[src/rtl/inst_fetch.sv]
// Instruction fetch and decode-register stage for the 3-bit-opcode accumulator core.
// Owns the program counter, registers one ROM word per cycle into the decode
// register, resolves BZR/BZA against the ALU zero flag and stops on HALT.
module inst_fetch #(
    parameter int PC_W   = 8,
    parameter int INST_W = 9
) (
    input  logic              CLK,
    input  logic              reset,
    input  logic              start,
    input  logic [PC_W-1:0]   start_addr,
    input  logic [INST_W-1:0] instr_in,
    input  logic              z_flag,
    input  logic              stall,
    output logic [PC_W-1:0]   pc_out,
    output logic [2:0]        op,
    output logic [5:0]        operand,
    output logic [PC_W-1:0]   dec_pc,
    output logic              inst_valid,
    output logic              done
);

    localparam logic [1:0] IDLE = 2'd0;
    localparam logic [1:0] RUN  = 2'd1;
    localparam logic [1:0] HALT = 2'd2;

    localparam logic [2:0] OP_BZR  = 3'b100;
    localparam logic [2:0] OP_BZA  = 3'b101;
    localparam logic [2:0] OP_HALT = 3'b111;

    logic [1:0]      state;
    logic [PC_W-1:0] pcReg;
    logic [2:0]      opReg;
    logic [5:0]      operandReg;
    logic [PC_W-1:0] decPcReg;
    logic            validReg;
    logic            doneReg;

    logic            isHalt;
    logic            branchTaken;
    logic [PC_W-1:0] branchTarget;

    // Decode-stage resolution: halt detection, branch decision and branch target
    always_comb begin
        isHalt      = validReg && (opReg == OP_HALT);
        branchTaken = validReg && z_flag && ((opReg == OP_BZR) || (opReg == OP_BZA));
        if (opReg == OP_BZR) begin
            branchTarget = decPcReg + {{(PC_W-6){operandReg[5]}}, operandReg};
        end else begin
            branchTarget = {{(PC_W-6){1'b0}}, operandReg};
        end
    end

    // Program counter, decode register and run state, with reset > start > stall > halt/branch > fetch
    always_ff @(posedge CLK) begin
        if (reset) begin
            state      <= IDLE;
            pcReg      <= '0;
            opReg      <= '0;
            operandReg <= '0;
            decPcReg   <= '0;
            validReg   <= 1'b0;
            doneReg    <= 1'b0;
        end else if (start) begin
            state    <= RUN;
            pcReg    <= start_addr;
            validReg <= 1'b0;
            doneReg  <= 1'b0;
        end else begin
            case (state)
                RUN: begin
                    if (!stall) begin
                        if (isHalt) begin
                            state    <= HALT;
                            doneReg  <= 1'b1;
                            validReg <= 1'b0;
                        end else if (branchTaken) begin
                            pcReg    <= branchTarget;
                            validReg <= 1'b0;
                        end else begin
                            opReg      <= instr_in[8:6];
                            operandReg <= instr_in[5:0];
                            decPcReg   <= pcReg;
                            validReg   <= 1'b1;
                            pcReg      <= pcReg + 1'b1;
                        end
                    end
                end
                default: begin
                    validReg <= 1'b0;
                end
            endcase
        end
    end

    assign pc_out     = pcReg;
    assign op         = opReg;
    assign operand    = operandReg;
    assign dec_pc     = decPcReg;
    assign inst_valid = validReg;
    assign done       = doneReg;

endmodule
[config.mk]
export PLATFORM = sky130hd
export DESIGN_NAME = inst_fetch
export DESIGN_NICKNAME = d
export VERILOG_FILES = /design/src/rtl/inst_fetch.sv
export SDC_FILE = /design/constraint.sdc
export NUM_CORES = 1
export LEC_CHECK = 0
export CAP_MARGIN = 20
export CORE_MARGIN = 2
export CORE_UTILIZATION = 47
export DETAILED_ROUTE_END_ITERATION = 10
export PLACE_DENSITY_LB_ADDON = 0.1
export SLEW_MARGIN = 20
export SYNTH_ARGS = -nofsm -noshare
export SYNTH_HDL_FRONTEND = slang
export SYNTH_SLANG_ARGS = --single-unit
[constraint.sdc]
create_clock -name CLK -period 2.5 [get_ports CLK]
set_input_delay 0.75 -clock CLK [delete_from_list [all_inputs] [get_ports CLK]]
set_output_delay 0.75 -clock CLK [all_outputs]
set_load 0.05 [all_outputs]
==> metrics.cfg <==
[clock_network]
root_buffer=clkbuf_4
cts_tree=done
clock_sinks=28
cts_buffers=3
clk_latency_ns=0.34
holdBufCountCts=0
clkSlewWorstSetupHoldPaths_ns=0.15
cts_setup_buffers=0
ctsHtreeMaxLevel=1
cts_buffer_depth=2

[timing]
hold_slack_ns=0.554
drv_slew=0
rsz0062_at_grt=false
min_period_ns=2.43
finClkSkew_ns=0.00475
max-slew-margin-rel_pct=66.6
setup_tns_ns=0
setup_viol=0
period_share_pct=97.2
hold_viol=0
tightestPinTransition_ns=0.499
fmax_mhz=412

[detailed_routing]
antenna_left=0
vias=1636
wl_per_cell_um=13.5
avgViaCountPerCell=5.36
drt_iter0_drc=75
finalWirelength_um=4110
drt-pass1-iter-count=4
remaining_drc_errors=0

[floorplanning]
die_h_um=64.0
io-pin-count=49
die-area_um2=4090
start_util_pct=49.9
coreArea_um2=3390
dieWidth_um=64.0
num_rows=21

[place]
port_buffers=48
dp_hpwl_um=3180
gp_congestion=0.874

[synth]
synth_fa_ha_area_share_pct=7.11
syn_area_per_cell_um2=8.25
synth_edf_count=0
synth_top_family_by_area=simple AND/OR/NAND/NOR gates
synth_common_cells=nor2_1 (30), dfxtp_1 (28), a21oi_1 (19)
synthFlopType=dfxtp_1
synthCells=205
synth-xor-area-share_pct=3.63
yosysMostFrequentCell=nor2_1
yosys.area_share.simple_pct=22.4
syn-num-nets=236
yosys_warnings=0
syn_area_um2=1690
synth.top_cell.area_share_pct=33.2
synth_area_leaders=dfxtp_1 (33%), mux2i_1 (10%), nor2_1 (6.7%)
synth_area_leader_cell=dfxtp_1
synth-seq-cells=28
ys_seq_area_share_pct=33.2
ys_types=46
synthArstFlopShare_pct=0
synth_compound_area_share_pct=18.1
synth.mux.area_fraction_pct=10.1

[worst_setup_path]
rr_endpoint=pc_out[4]$_SDFFE_PP0P_
cp-start-kind=flop
rrSetupSlack_ns=0.43
crit_required_ns=1.75
worstPathArrival_ns=1.68
worst_r2r_startpoint=operand[0]$_SDFFE_PP0P_
end_kind=output pin
cpPeakStageDelay_ns=0.85
path_max_fanout=6
critPathTopFamily=buffers and inverters
r2r_cells=8
crit_slowest_cell=clkdlybuf4s50_1
critPathKind=reg -> out
crit_chain=clkdlybuf4s50_1
critPathBufInv=1

[run]
drv_cap=0

[status]
status=complete, no violations

[worst_hold_path]
hold_class=reg -> reg
min_path_cells=2
min_from=dec_pc[7]$_SDFFE_PP0P_
holdPathEnd=dec_pc[7]$_SDFFE_PP0P_

[power]
total_leakage_power_nw=0.898
vdd_drop_max_mv=0.384
p_per_area_nw_per_um2=405

[global_routing]
overflow=0
grt_first_pass_wirelength_um=6980
grt_pass1_vias=1539
grtUsageTotal_pct=21.2
grt_max_degree=20
antenna_found_initial=0

[finish]
fin_nets=291
drive_above_1_share_pct=7.34
area_growth_pct=36.8
num_antenna_cells=0

worst max path at each step:
stage	cells past startpoint	start	slack (ns)	to
global placement	7	stall	0.09	dec_pc[7]$_SDFFE_PP0P_
global route	1	operand[5]$_SDFFE_PP0P_	0.007	operand[5]
finish	1	operand[5]$_SDFFE_PP0P_	0.07	operand[5]
detailed placement	7	stall	0.03	operand[5]$_SDFFE_PP0P_
CTS	1	pc_out[0]$_SDFFE_PP0P_	0.04	pc_out[0]
floorplan	8	operand[0]$_SDFFE_PP0P_	0.30	pc_out[4]$_SDFFE_PP0P_
timing repair:
item,CTS,global route
endpoints found under the setup margin,1,2
endpoints found under the hold margin,0,0
resized for setup,1,2
kinds of logic after synthesis:
| logic type | count (synthesis) |
|---|---|
| AOI/OAI and AO/OA | 48 |
| xor gates and xnor gates | 7 |
| adders and majority gates | 9 |
| buffers and inverters | 21 |
| DFF | 28 |
| muxes | 17 |
| and+or+nand+nor | 75 |
layout make-up:
type / instances / area, µm²
fill: 285 / 1080
inverter: 11 / 41.3
multi-input combinational: 156 / 1040
clock buffer: 4 / 36.3
tap: 46 / 57.6
sequential: 28 / 561
timing repair buffer: 60 / 574
where the power goes:
group | switching [mW] | internal [mW]
sequential | 0.0213 | 0.463
combinational | 0.124 | 0.0999
clock | 0.137 | 0.0895
total | 0.283 | 0.653
metal layers:
layer,share of wire [%],global-route usage [%],vias up
met5,0,0,-
li1,-,-,855
met1,50,29.4,734
met4,1.3,5.71,0
met3,4.4,3.87,7
met2,44,33.9,40
sequential cells by signal (all words and copies together), names as in the netlist:
signal and count:
done 1, pc_out 8, op 3, operand 6, state 1, inst_valid 1, dec_pc 8
cell usage in the layout (no fill, tap or decap), drive strengths merged, types with 2 or more instances in the layout:
master,n
xor2,4
buf,12
dlymetal6s2s,2
a21oi,19
nor2b,3
nand2b,4
a211oi,4
nand2,11
inv,11
nor4,2
a221oi,4
nand4,3
clkbuf,4
dfxtp,28
nand3,8
and4b,2
ha,8
o21ai,9
nor2,30
clkdlybuf4s50,45
nor3,5
mux2i,17
xnor2,3
stage by stage:
stage	util (%)	worst slack [ns]	cell area [µm²]	cells	total power, mW
after floorplan	-	0.301	1690	205	0.623
after global placement	67.0	0.0876	2270	301	0.718
after detailed placement	67.0	0.0302	2270	301	0.719
after CTS	68.1	0.0405	2310	305	0.946
after global routing	68.2	0.00721	2310	305	0.984
final	68.2	0.0700	2310	305	0.936
Power figures use the tool's default switching activity.
==> RTL edit, RTL diff (config.mk and constraints unchanged) <==
Set the parameter `PC_W` to 12 (it was 8).
--- a/src/rtl/inst_fetch.sv
+++ b/src/rtl/inst_fetch.sv
@@ -2,7 +2,7 @@
 // Owns the program counter, registers one ROM word per cycle into the decode
 // register, resolves BZR/BZA against the ALU zero flag and stops on HALT.
 module inst_fetch #(
-    parameter int PC_W   = 8,
+    parameter int PC_W   = 12,
     parameter int INST_W = 9
 ) (
     input  logic              CLK,
Ports: changed (resized dec_pc, pc_out and start_addr); port bits go from 49 to 61. No check against the original RTL was run, so the function may have changed too.
==> RTL edit against the unedited design <==
Count of clock-buffer cells in the layout grew 2; die area up 36%; area after synthesis up 38%; cell area grew 40%; synthesized cell count rose by 52%; core utilization is 0.099 points higher; wire length is 76% higher; clock skew up 0.0031 ns; sequential cell count up 8; combinational power rose by 55%; setup slack improved by 0.0044 ns; power is 47% higher.
==> RTL edit: results (changes against the unedited design) <==
Run status
  • Status: completed (unchanged)

Worst hold path
  • Hold path start: dec_pc[10] (was dec_pc[7])

Final layout
  • Final net count: 424 (was 291)
  • Non-clock buffer share: 0.244 (was 0.248)
  • Area of the multi-input gates: 1540 sq um (was 1040 sq um)
  • # clk buffers: 6 (was 4)
  • Non-Filler Instances: 452 (was 305)
  • Comb_multi_in: 249 (was 156)
  • Signal inverters: 9 (was 11)

Detailed routing
  • Met2 wire len: 3210 um (was 1800 um)
  • Met1 Wirelength: 3470 um (was 2070 um)
  • Routed wl met3: 437 um (was 179 um)
  • DR vias: 2603 (was 1636)
  • Starting DRC count in detailed routing: 186 (was 75)

Power
  • Pwr dens: 423 nW/um^2 (was 405 nW/um^2)
  • Combinational power: 0.000347 W (was 0.000224 W)
  • VDD IR max: 0.246 mV (was 0.384 mV)
  • Leakage: 1.18 nW (was 0.898 nW)

Logic synthesis
  • Seq/Total Area, Yosys: 0.308 (was 0.332)
  • Mapped Avg Cell Area: 7.52 sq um (was 8.25 sq um)
  • Yosys reg bits: 36 (was 28)
  • Syn_nets: 350 (was 236)
  • Cell variety after synth: 49 (was 46)

Worst setup path
  • Crit path largest cell delay: 0.87 ns (was 0.85 ns)
  • Crit path from: done (was operand[5])

Global route
  • M2 GR Usage: 0.432 (was 0.339)
  • First-pass GRT wire length: 11700 um (was 6980 um)

Clocking
  • Cts bufs inserted: 5 (was 3)
  • Clock slew at reported path FFs: 0.07 ns (was 0.15 ns)
  • Worst skew pair latency: 0.29 ns (was 0.34 ns)

Place
  • Area after DPL: 3160 sq um (was 2270 sq um)
  • # port buffers: 60 (was 48)

Timing
  • Worst Skew: 0.00784 ns (was 0.00475 ns)
  • Relative slew margins: 0.579 (was 0.666)

Floorplanning
  • Std cell rows: 25 (was 21)
## RTL edit: changes by cell type in the layout (fill, tap and decap cells not counted), moves of 5 or more
cell / unedited run / this run
a211oi_1: 4 / 9
a21oi_1: 19 / 35
buf_4: 12 / 23
clkdlybuf4s50_1: 45 / 60
dfxtp_1: 28 / 35
mux2i_1: 17 / 2
nand2_1: 11 / 38
nand3_1: 7 / 28
nor3_1: 4 / 13
xnor2_1: 3 / 8
## RTL edit: worst paths after layout
check | end | slack, ns | depth (start not counted)
worst max-delay path | done | 0.07 | 1
worst min-delay path | dec_pc[10] | 0.47 | 2
worst max register to register | pc_out[10] | 0.20 | 9
worst min register to register | dec_pc[10] | 0.47 | 2
## RTL edit: what timing repair did
item	in CTS	in global routing
setup buffers	0	0
setup endpoints to repair	0	2
gates resized for setup	0	3
## RTL edit: cell families after synthesis
kind of cell | synth area share
fa+ha+maj | 0.0728
mux | 0.00857
simple gates | 0.266
buf+inv | 0.0428
compound gates | 0.260
xor+xnor | 0.0412
flops | 0.308
